===== config.mk =====
export PLATFORM = sky130hd
export DESIGN_NAME = axis_capture_sequencer
export DESIGN_NICKNAME = d
export VERILOG_FILES = /design/src/rtl/axis_capture_sequencer.sv
export SDC_FILE = /design/constraint.sdc
export NUM_CORES = 1
export LEC_CHECK = 0
export ABC_CLOCK_PERIOD_IN_PS = 3830
export CORE_MARGIN = 2
export CORE_UTILIZATION = 39
export DETAILED_ROUTE_END_ITERATION = 16
export PLACE_DENSITY = 0.95
export SLEW_MARGIN = 40
export SYNTH_ARGS = -nofsm -noshare
export SYNTH_HDL_FRONTEND = slang
export SYNTH_SLANG_ARGS = --single-unit

===== constraint.sdc =====
create_clock -name aclk -period 3.83 [get_ports aclk]
set_input_delay 0.5745 -clock aclk [delete_from_list [all_inputs] [get_ports aclk]]
set_output_delay 0.5745 -clock aclk [all_outputs]
set_load 0.005 [all_outputs]

===== src/rtl/axis_capture_sequencer.sv =====
// ---------------------------------------------------------------------------
// axis_capture_sequencer
//
// Run-control front end for axis_ram_writer. It gates a free-running ADC
// AXIS stream into the writer for one run at a time:
//   IDLE -> RESET -> ARMED -> CAPTURE -> DRAIN -> DONE.
// The writer is held in reset while IDLE and for RST_CYCLES at the start of
// every run, so each run restarts at the writer's base address with empty
// FIFOs.
//
// Ports
//   aclk, areset     clock, synchronous active-high reset
//   cfg_start        rising edge starts a run (accepted in IDLE/DONE only)
//   cfg_abort        level, forces IDLE with priority over everything
//   cfg_trig_mode    0: capture as soon as armed, 1: wait for trig_in rise
//   cfg_length       words per run, low 4 bits ignored (16-beat bursts)
//   trig_in          external trigger, synchronous to aclk
//   sts_addr         writer beat counter, used to detect drain completion
//   s_axis_*         source stream (discarded while the gate is closed)
//   m_axis_*         stream to the writer, tdata passed straight through
//   m_rst            active-high reset to the writer
//   sts_state        0 IDLE, 1 RESET, 2 ARMED, 3 CAPTURE, 4 DRAIN, 5 DONE
//   sts_count        beats accepted this run
//   sts_done         high in DONE
//   sts_ovf          sticky: source valid while writer not ready in CAPTURE
// ---------------------------------------------------------------------------
module axis_capture_sequencer #(
    parameter int ADDR_WIDTH       = 16,
    parameter int AXIS_TDATA_WIDTH = 64,
    parameter int RST_CYCLES       = 16
) (
    input  logic                        aclk,
    input  logic                        areset,
    input  logic                        cfg_start,
    input  logic                        cfg_abort,
    input  logic                        cfg_trig_mode,
    input  logic [ADDR_WIDTH-1:0]       cfg_length,
    input  logic                        trig_in,
    input  logic [ADDR_WIDTH-1:0]       sts_addr,
    input  logic [AXIS_TDATA_WIDTH-1:0] s_axis_tdata,
    input  logic                        s_axis_tvalid,
    output logic                        s_axis_tready,
    output logic [AXIS_TDATA_WIDTH-1:0] m_axis_tdata,
    output logic                        m_axis_tvalid,
    input  logic                        m_axis_tready,
    output logic                        m_rst,
    output logic [2:0]                  sts_state,
    output logic [ADDR_WIDTH-1:0]       sts_count,
    output logic                        sts_done,
    output logic                        sts_ovf
);

    localparam logic [2:0] S_IDLE    = 3'd0;
    localparam logic [2:0] S_RESET   = 3'd1;
    localparam logic [2:0] S_ARMED   = 3'd2;
    localparam logic [2:0] S_CAPTURE = 3'd3;
    localparam logic [2:0] S_DRAIN   = 3'd4;
    localparam logic [2:0] S_DONE    = 3'd5;

    localparam int RCW = (RST_CYCLES > 1) ? $clog2(RST_CYCLES) : 1;

    logic [2:0]            state, state_d;
    logic                  cfg_start_q, trig_q;
    logic                  start_rise, trig_rise;
    logic                  beat, last_beat, run_start, gate_open;
    logic [ADDR_WIDTH-1:0] len_eff, len_eff_q;
    logic [RCW-1:0]        rst_cnt;

    // Low length bits are dropped on purpose: runs are whole bursts.
    logic unused_len_lsbs;
    assign unused_len_lsbs = ^cfg_length[3:0];

    assign start_rise = cfg_start & ~cfg_start_q;
    assign trig_rise  = trig_in & ~trig_q;
    assign len_eff    = {cfg_length[ADDR_WIDTH-1:4], 4'b0};

    assign beat      = (state == S_CAPTURE) & s_axis_tvalid & m_axis_tready;
    // The beat that brings the count to len_eff is the last one passed; the
    // gate is a decode of state, so it is shut from the following cycle.
    assign last_beat = beat & ((sts_count + ADDR_WIDTH'(1)) == len_eff_q);

    // Taking the RESET state from anywhere else is the start of a new run.
    assign run_start = (state_d == S_RESET) && (state != S_RESET);

    assign sts_state    = state;
    assign m_axis_tdata = s_axis_tdata;

    // ---------------- state register ----------------
    always_ff @(posedge aclk) begin
        if (areset) state <= S_IDLE;
        else        state <= state_d;
    end

    // ---------------- next state ----------------
    always_comb begin
        state_d = state;
        if (cfg_abort) begin
            state_d = S_IDLE;
        end else begin
            case (state)
                S_IDLE, S_DONE: if (start_rise) state_d = S_RESET;
                S_RESET:        if (rst_cnt == '0) state_d = S_ARMED;
                S_ARMED: begin
                    if (len_eff_q == '0)                state_d = S_DONE;
                    else if (!cfg_trig_mode || trig_rise) state_d = S_CAPTURE;
                end
                S_CAPTURE:      if (last_beat) state_d = S_DRAIN;
                S_DRAIN:        if (sts_addr == len_eff_q) state_d = S_DONE;
                default:        state_d = S_IDLE;
            endcase
        end
    end

    // ---------------- stream gate ----------------
    // Closed gate keeps the source drained (ready=1) and the writer idle.
    always_comb begin
        gate_open     = (state == S_CAPTURE);
        m_axis_tvalid = gate_open & s_axis_tvalid;
        s_axis_tready = gate_open ? m_axis_tready : 1'b1;
    end

    // ---------------- edge detect, counters, registered status ----------------
    always_ff @(posedge aclk) begin
        if (areset) begin
            cfg_start_q <= 1'b0;
            trig_q      <= 1'b0;
            m_rst       <= 1'b1;
            sts_done    <= 1'b0;
            sts_count   <= '0;
            sts_ovf     <= 1'b0;
            len_eff_q   <= '0;
            rst_cnt     <= '0;
        end else begin
            cfg_start_q <= cfg_start;
            trig_q      <= trig_in;
            // Decoded from next state so m_rst drops on the RESET->ARMED edge
            // and rises on the edge that enters IDLE after an abort.
            m_rst       <= (state_d == S_IDLE) || (state_d == S_RESET);
            sts_done    <= (state_d == S_DONE);
            if (run_start) begin
                sts_count <= '0;
                sts_ovf   <= 1'b0;
                len_eff_q <= len_eff;
                rst_cnt   <= RCW'(RST_CYCLES - 1);
            end else begin
                if (state == S_RESET && rst_cnt != '0)
                    rst_cnt <= rst_cnt - RCW'(1);
                if (beat)
                    sts_count <= sts_count + ADDR_WIDTH'(1);
                if (state == S_CAPTURE && s_axis_tvalid && !m_axis_tready)
                    sts_ovf <= 1'b1;
            end
        end
    end

endmodule


==> impl_metrics.toml, run 1 <==
[synthesis]
synth_edf_count = 0
syn-cell-area_mm2 = 0.00284
synthFlopType = "dfxtp_1"
ys_seq_area_share_pct = 28.2
syn_inst = 342
ys_warn_count = 0
avgSynthCellArea_um2 = 8.31
ys_types = 49
synth-async-reset-ratio_pct = 0
ys_ff_latch = 40
synth_nets = 448

[worst_setup_path]
cp_max_fo = 17
cp.arrival_ns = 3.00
slowest_stage = "or4_1"
critPathTopFamily = "simple AND/OR/NAND/NOR gates"
worstSetupPathType = "input pin to flip-flop"
slowest_delay_ns = 0.51
cp-start-kind = "input pin"
path_cells = "clkdlybuf4s50_1, or4_1, or3_4, nor4_4, o211ai_4, nand2b_2, nor2_1"
cp.required_ns = 4.00
cp-end-kind = "flip-flop"
worstPathBufferInverterCount = 1
startpoint = "sts_addr[1]"
r2r-start = "rst_cnt[0]"

[global_routing]
grt_max_degree = 18
antenna_found_initial = 0
grt_pass1_vias = 2123
grt.overflow.total = 0
grt_util_all_layers_pct = 15.9
grt_pass1_wl_um = 9960

[final_layout]
drive_gt1_share_pct = 5.39
multi_input_area_mm2 = 0.00145
syn2layout_area_growth_pct = 10.1
fin_cells = 433
nets = 439
nFillCells = 686
regArea_um2 = 801
diodes = 0

[routing]
ant_nets = 0
routed_wl_um = 6140
via_count = 2238
vias_per_cell = 5.17
drt_iter0_drc = 147
drcViolationCount = 0
first_pass_iters = 4
post_drt_wl_per_cell_um = 14.2

[hold_path]
hp-class = "flip-flop to flip-flop"
hold_path.startpoint = "sts_ovf"

[power]
powerDensity_mw_per_mm2 = 315
vdd_ir_drop_max_v = 0.000200
power.leakage_uw = 0.00113

[place]
dp_cells = 425
preCtsSetupSlack_ns = 0.651
io_buffers = 59
gp_congestion = 0.933
place_hpwl_um = 4920

[floorplanning]
initial_core_util_pct = 39.8
coreArea_mm2 = 0.00714
io_pins = 192
dieArea_mm2 = 0.00799
dieHeight_um = 89.4
num_rows = 31
die_x_um = 89.4

[sta]
slew_violations = 0
slew_headroom_pct = 54.6
worst_slack_ns = 1.00
timing.fmax_ghz = 0.353
setup_viol = 0
rsz0062_at_grt = "no"
min_period_over_period_pct = 73.9
worst_pin_slew_ns = 0.678
fin_skew_ns = 0.00805
finalCriticalPeriod_ns = 2.83
hold_viol = 0
setup_tns_ns = 0

[clock_tree]
clk_latency_ns = 0.30
cts-root-buf = "clkbuf_8"
hold_buffers = 0
cts_resized = 0
cts_max_level = 2
cts.sinks = 40
cts_tree = "built"
numCtsBuffers = 5
clk_pin_slew_worst_paths_ns = 0.07
clockBufferDepth = 2
postCtsSetupBuffers = 0

[run_status]
status = "completed"

[flow_run]
cap_violations = 0
==> synthesized netlist by cell type, types with 5 or more instances <==
master / count / area, um^2
a21oi_1: 14 / 70.1
and3_1: 5 / 31.3
buf_4: 65 / 488
dfxtp_1: 40 / 801
inv_1: 9 / 33.8
mux2i_1: 13 / 130
nand2_1: 14 / 52.6
nand2b_1: 6 / 37.5
nand3_1: 11 / 55.1
nand4_1: 9 / 56.3
nor2_1: 40 / 150
nor2b_1: 5 / 31.3
nor3_1: 5 / 25.0
nor4_1: 8 / 50.1
or4_1: 5 / 37.5
xnor2_1: 32 / 280
xor2_1: 11 / 96.3
==> placed cells by master (no fill, tap or decap), types with 2 or more instances in the layout <==
cell,count
clkdlybuf4s50_1,59
nor2_1,40
dfxtp_1,40
xnor2_1,32
nand2_1,14
a21oi_1,14
mux2i_1,13
xor2_1,11
nand3_1,11
inv_1,9
nand4_1,9
nor4_1,8
clkbuf_8,7
nand2b_1,6
nor2b_1,5
or4_1,5
nor3_1,5
and3_1,5
a211oi_1,3
o211ai_1,3
o31ai_1,3
and2_1,2
a31oi_1,2
a22oi_1,2
a21o_1,2
a31o_2,2
ha_1,2
==> through the flow <==
| stage | instance area, um^2 | hold slack (ns) | power [uW] | util [%] |
|---|---|---|---|---|
| after floorplan | 2840 | 0.460 | 615 | - |
| after global placement | 3000 | 0.460 | 610 | 42.1 |
| after detailed placement | 3000 | 0.457 | 620 | 42.1 |
| after CTS | 3130 | 0.475 | 987 | 43.9 |
| after global routing | 3130 | 0.504 | 1020 | 43.9 |
| final | 3130 | 0.469 | 987 | 43.9 |
==> worst reg2reg max path: cells and delay by family, from the launching register on <==
family                     cells  cell delay [ns]
AOI/OAI and AO/OA              3             1.25
and+or+nand+nor                3             0.84
DFF                            1             0.32
adders and majority gates      1             0.21
buffers and inverters          1             0.09
==> metal layers <==
| layer | wire (um) | vias to the layer above | share of wire [%] | global-route usage (%) |
|---|---|---|---|---|
| met2 | 2930 | 93 | 48 | 25.9 |
| met4 | 153 | 0 | 2.5 | 7.46 |
| met3 | 402 | 28 | 6.6 | 4.52 |
| met1 | 2650 | 1029 | 43 | 19.2 |
| met5 | 0 | - | 0 | 0 |
| li1 | - | 1088 | - | - |
==> sequential cells by signal, summed over array words and instances (netlist names) <==
signal and flops:
trig_q 1, m_rst 1, sts_ovf 1, sts_state 3
sts_done 1, sts_count 16, rst_cnt 4, len_eff_q 12
cfg_start_q 1
==> cell families after synthesis <==
family / count (synthesis) / synth area share (%)
XOR/XNOR: 43 / 13.2
AND/OR/NAND/NOR: 121 / 22.7
flip-flops: 40 / 28.2
adder cells (fa/ha/maj): 2 / 0.880
AO/OA/AOI/OAI: 38 / 9.55
buffers and inverters: 85 / 20.9
multiplexers: 13 / 4.58
==> final cells by class <==
class | instances | area share (%)
clock buffers | 7 | 3.08
clock inverters | 1 | 0.959
inverters | 9 | 1.08
multi-input cells | 217 | 46.2
flip-flops and latches | 40 | 25.6
well taps | 99 | 3.96
repair buffers | 60 | 19.1
==> path summary, 6_finish.rpt <==
kind / cells after the start / end / slack [ns]
min reg2reg: 2 / sts_ovf / 0.47
max: 7 / sts_count[2] / 1.00
min: 2 / sts_ovf / 0.47
max reg2reg: 8 / sts_count[1] / 1.05
==> report_power, final <==
group / internal (uW) / switching [uW]
clock network: 230 / 146
logic: 88.8 / 70.5
registers: 431 / 20.4
(Power assumes the default switching activity.)
==> run 2: changes to the inputs <==
--- a/config.mk
+++ b/config.mk
@@ -5,11 +5,11 @@
 export SDC_FILE = /design/constraint.sdc
 export NUM_CORES = 1
 export LEC_CHECK = 0
-export ABC_CLOCK_PERIOD_IN_PS = 3830
+export ABC_CLOCK_PERIOD_IN_PS = 2550
 export CORE_MARGIN = 2
-export CORE_UTILIZATION = 39
+export CORE_UTILIZATION = 33
 export DETAILED_ROUTE_END_ITERATION = 16
-export PLACE_DENSITY = 0.95
+export PLACE_DENSITY = 0.9
 export SLEW_MARGIN = 40
 export SYNTH_ARGS = -nofsm -noshare
 export SYNTH_HDL_FRONTEND = slang
==> constraint.sdc (replaced) <==
create_clock -name aclk -period 2.55 [get_ports aclk]
set_input_delay 0.3825 -clock aclk [delete_from_list [all_inputs] [get_ports aclk]]
set_output_delay 0.3825 -clock aclk [all_outputs]
set_load 0.005 [all_outputs]
==> impl_metrics.toml, run 2 (synthesis gave the netlist of run 1 again) <==
[floorplanning]
initial_core_util_pct = 34.3
dieArea_mm2 = 0.00937
die_x_um = 96.8
dieHeight_um = 96.8
coreArea_mm2 = 0.00830
io_pins = 192
num_rows = 33

[place]
io_buffers = 59
preCtsSetupSlack_ns = -0.0970
gp_congestion = 0.922
place_hpwl_um = 5310

[worst_setup_path]
cp.arrival_ns = 2.53
slowest_stage = "or4_1"
cp-start-kind = "input pin"
slowest_delay_ns = 0.51
cp.required_ns = 2.73
worstSetupPathType = "input pin to flip-flop"
cp_max_fo = 16
cp-end-kind = "flip-flop"
worstPathBufferInverterCount = 2
critPathTopFamily = "simple AND/OR/NAND/NOR gates"
path_cells = "clkdlybuf4s50_1, or4_1, or3_4, nor4_4, o211ai_4, buf_12, mux2i_1, nor2_1"

[clock_tree]
hold_buffers = 0
cts.sinks = 40
cts_max_level = 2
cts_tree = "built"
numCtsBuffers = 5
clockBufferDepth = 2
postCtsSetupBuffers = 0
cts-root-buf = "clkbuf_8"
clk_latency_ns = 0.29
cts_resized = 0
clk_pin_slew_worst_paths_ns = 0.08

[final_layout]
syn2layout_area_growth_pct = 15.5
layout_common_cells = "clkdlybuf4s50_1 (59), nor2_1 (40), dfxtp_1 (40)"
multi_input_area_mm2 = 0.00145
regArea_um2 = 801
nFillCells = 819
top_regs = "sts_count: 16 flops, len_eff_q: 12 flops, rst_cnt: 4 flops"
layout_commonest_cell = "clkdlybuf4s50_1"
regMostFlops = "sts_count"
largest_reg_flops = 16
diodes = 0
drive_gt1_share_pct = 9.71
nets = 455

[sta]
timing.fmax_ghz = 0.427
setup_viol = 0
rsz0062_at_grt = "no"
min_period_over_period_pct = 91.8
slew_violations = 0
worst_pin_slew_ns = 0.468
worst_slack_ns = 0.209
slew_headroom_pct = 68.6
hold_viol = 0
setup_tns_ns = 0
finalCriticalPeriod_ns = 2.34
fin_skew_ns = 0.00443

[global_routing]
antenna_found_initial = 0
use_met1_pct = 15.6
grt_max_degree = 18
grtUsageMet2_pct = 24.5
grt.overflow.total = 0
grtUsageMet3_pct = 3.11
grt_util_all_layers_pct = 14.0
grt_pass1_vias = 2326
grt_pass1_wl_um = 11000
busiest_layer = "met2"

[routing]
vias_per_cell = 5.12
routed_wl_um = 6610
first_pass_iters = 4
via_count = 2331
ant_nets = 0
drt_iter0_drc = 134
post_drt_wl_per_cell_um = 14.5
drcViolationCount = 0

[power]
powerDensity_mw_per_mm2 = 455
vdd_ir_drop_max_v = 0.000241
total_power_uw = 1490
power.leakage_uw = 0.00123

[flow_run]
cap_violations = 0

[hold_path]
hp-class = "flip-flop to flip-flop"

[run_status]
status = "completed"
run 2: changes by cell type in the layout (fill, tap and decap cells not counted):
cell / before / now
buf_4: 1 / 15
buf_12: 0 / 2
run 2: per-layer routing:
layer  vias up  wire length [um]
met2        95              3300
li1       1125                 -
met4         0               212
met3        31               420
met1      1080              2670
met5         -                 0
run 2: layout make-up:
type                    count  area share, %
flip-flops and latches     40           24.4
multi-input cells         217           44.1
clock buffers               7           2.93
repair buffers             76           22.6
well taps                 105           4.00
clock inverters             1          0.915
inverters                   9           1.03
run 2: per-stage QoR:
| stage | cell area, um^2 | instances | utilization (%) | hold slack [ns] |
|---|---|---|---|---|
| 2_1_floorplan | 2840 | 342 | - | 0.460 |
| 3_3_place_gp | 3160 | 447 | 38.0 | 0.457 |
| 3_5_place_dp | 3160 | 447 | 38.0 | 0.476 |
| 4_1_cts | 3280 | 455 | 39.6 | 0.497 |
| 5_1_grt | 3280 | 455 | 39.6 | 0.519 |
| 6_report | 3280 | 455 | 39.6 | 0.486 |
run 2: path summary, 6_finish.rpt:
| kind | depth (start not counted) | startpoint | to | slack (ns) |
|---|---|---|---|---|
| setup / recovery | 8 | sts_addr[1] | len_eff_q[6] | 0.21 |
| setup reg to reg | 7 | sts_count[0] | sts_done | 0.22 |
| hold / removal | 2 | sts_ovf | sts_ovf | 0.49 |
| hold reg to reg | 2 | sts_ovf | sts_ovf | 0.49 |
run 2: worst register-to-register path: cells and delay by family, from the launching register on:
family / cells / cell delay [ns]
AO/OA/AOI/OAI: 3 / 0.76
adder cells (fa/ha/maj): 1 / 0.25
flip-flops: 1 / 0.50
AND/OR/NAND/NOR: 3 / 0.73
run 2: where the power goes:
part           internal (uW)  switching [uW]  leakage [uW]
clock                    345             217     0.0000645
combinational            144             110      0.000838
sequential               647            30.1      0.000325
==> run 3: changes to the inputs <==
--- a/config.mk
+++ b/config.mk
@@ -5,11 +5,11 @@
 export SDC_FILE = /design/constraint.sdc
 export NUM_CORES = 1
 export LEC_CHECK = 0
-export ABC_CLOCK_PERIOD_IN_PS = 2550
 export CORE_MARGIN = 2
 export CORE_UTILIZATION = 33
 export DETAILED_ROUTE_END_ITERATION = 16
 export PLACE_DENSITY = 0.9
+export SETUP_SLACK_MARGIN = 0.4
 export SLEW_MARGIN = 40
 export SYNTH_ARGS = -nofsm -noshare
 export SYNTH_HDL_FRONTEND = slang
==> impl_metrics.toml, run 3 (synthesis gave the netlist of run 1 again) <==
[final_layout]
layout_common_cells = "clkdlybuf4s50_1 (52), nor2_1 (40), dfxtp_1 (37)"
layout_commonest_cell = "clkdlybuf4s50_1"
top_regs = "sts_count: 16 flops, len_eff_q: 12 flops, rst_cnt: 4 flops"
fin_cells = 464
diodes = 0
regMostFlops = "sts_count"
nets = 467
utilization_pct = 41.1
syn2layout_area_growth_pct = 19.9
final_area_mm2 = 0.00341
largest_reg_flops = 16
drive_gt1_share_pct = 17.5

[routing]
ant_nets = 0
routed_wl_um = 7330
via_count = 2413
post_drt_wl_per_cell_um = 15.8
first_pass_iters = 4
vias_per_cell = 5.20
drt_iter0_drc = 108
drcViolationCount = 0

[worst_setup_path]
ff2ff_setup_slack_ns = 0.46
reg2regPathDepth = 9
cp.required_ns = 2.73
cp_max_fo = 8
worstSetupPathType = "flip-flop to flip-flop"
regToRegEndpoint = "len_eff_q[12]"
critPathCapture = "len_eff_q[12]"
r2r-start = "len_eff_q[15]"
cp-start-kind = "flip-flop"
cp-end-kind = "flip-flop"
startpoint = "len_eff_q[15]"
cp.arrival_ns = 2.28

[sta]
rsz0062_at_grt = "yes"
hold_viol = 0
finalCriticalPeriod_ns = 2.09
min_period_over_period_pct = 82.1
slew_violations = 0
hold_ws_ns = 0.451
worst_slack_ns = 0.456
fin_skew_ns = 0.00768
slew_headroom_pct = 73.2
timing.fmax_ghz = 0.477
setup_viol = 0
worst_pin_slew_ns = 0.399

[clock_tree]
clk_latency_ns = 0.29
clk_pin_slew_worst_paths_ns = 0.07
clockBufferDepth = 2
cts.sinks = 40
numCtsBuffers = 5
cts-root-buf = "clkbuf_8"
cts_tree = "built"
cts_max_level = 2

[hold_path]
hold_path.startpoint = "trig_in"
hp-class = "input pin to flip-flop"

[place]
dp_cells = 451
place_hpwl_um = 5580
placedInstanceArea_mm2 = 0.00319
gp_congestion = 0.914
preCtsSetupSlack_ns = -0.0658
io_buffers = 59

[floorplanning]
die_x_um = 96.8
num_rows = 33
io_pins = 192
initial_core_util_pct = 34.3
dieHeight_um = 96.8
dieArea_mm2 = 0.00937
coreArea_mm2 = 0.00830

[global_routing]
grt_pass1_wl_um = 11700
grt_max_degree = 18
grt_util_all_layers_pct = 15.0
grt.overflow.total = 0
grt_pass1_vias = 2460
antenna_found_initial = 0

[power]
power.leakage_uw = 0.00131
powerDensity_mw_per_mm2 = 399
vdd_ir_drop_max_v = 0.000303

[flow_run]
cap_violations = 0

[run_status]
status = "completed"
run 3: changes by cell type in the layout (fill, tap and decap cells not counted), moves of 3 or more:
cell	previous run	this run
clkdlybuf4s50_1	59	52
buf_4	15	25
dfxtp_1	40	37
buf_2	0	3
run 3: how the worst min path moves through the flow:
stage | slack [ns] | end | depth (start not counted)
after floorplan | 0.46 | sts_ovf | 2
after global placement | 0.45 | sts_ovf | 2
after detailed placement | 0.48 | sts_ovf | 2
after CTS | 0.45 | trig_q | 2
after global routing | 0.49 | trig_q | 2
final | 0.45 | trig_q | 2
run 3: worst max-delay path: stages (launching register included):
cell,delay (ns)
dfxtp_1,0.47
nor4_1,0.11
and4b_2,0.27
buf_4,0.15
nor3_1,0.33
o211ai_4,0.17
buf_12,0.17
buf_16,0.13
mux2i_1,0.15
nor2_1,0.05
run 3: where the power goes:
| part | leakage, uW | total, uW | internal [uW] | switching, uW |
|---|---|---|---|---|
| sequential | 0.000326 | 682 | 648 | 34.4 |
| clock | 0.0000359 | 379 | 176 | 203 |
| combinational | 0.000947 | 299 | 176 | 123 |
| total | 0.00131 | 1360 | 999 | 361 |
run 3: area by class of cell:
class                      count  area (um^2)
sequential                    40          807
multi-input combinational    217         1520
fill                         789         4890
clock buffer                   5         68.8
tap                          105          131
timing repair buffer          88          851
inverter                       9         33.8
run 3: metrics by stage:
| stage | setup TNS [ns] | total power, uW |
|---|---|---|
| after floorplan | 0 | 925 |
| after global placement | 0 | 932 |
| after detailed placement | -0.208 | 947 |
| after CTS | 0 | 1360 |
| after global routing | 0 | 1420 |
| final | 0 | 1360 |
run 3: routing by layer:
layer / global-route usage [%] / part of all wire [%]
met1: 16.4 / 39
met2: 27.0 / 51
met3: 3.54 / 5.7
met4: 7.37 / 4.5
met5: 0 / 0
run 3: repair_timing:
item	4_1_cts	5_1_grt
pin swaps	8	6
gates resized for setup	27	9
cloned	1	0
hold buffers	0	0
buffers inserted	4	3
setup endpoints to repair	32	35
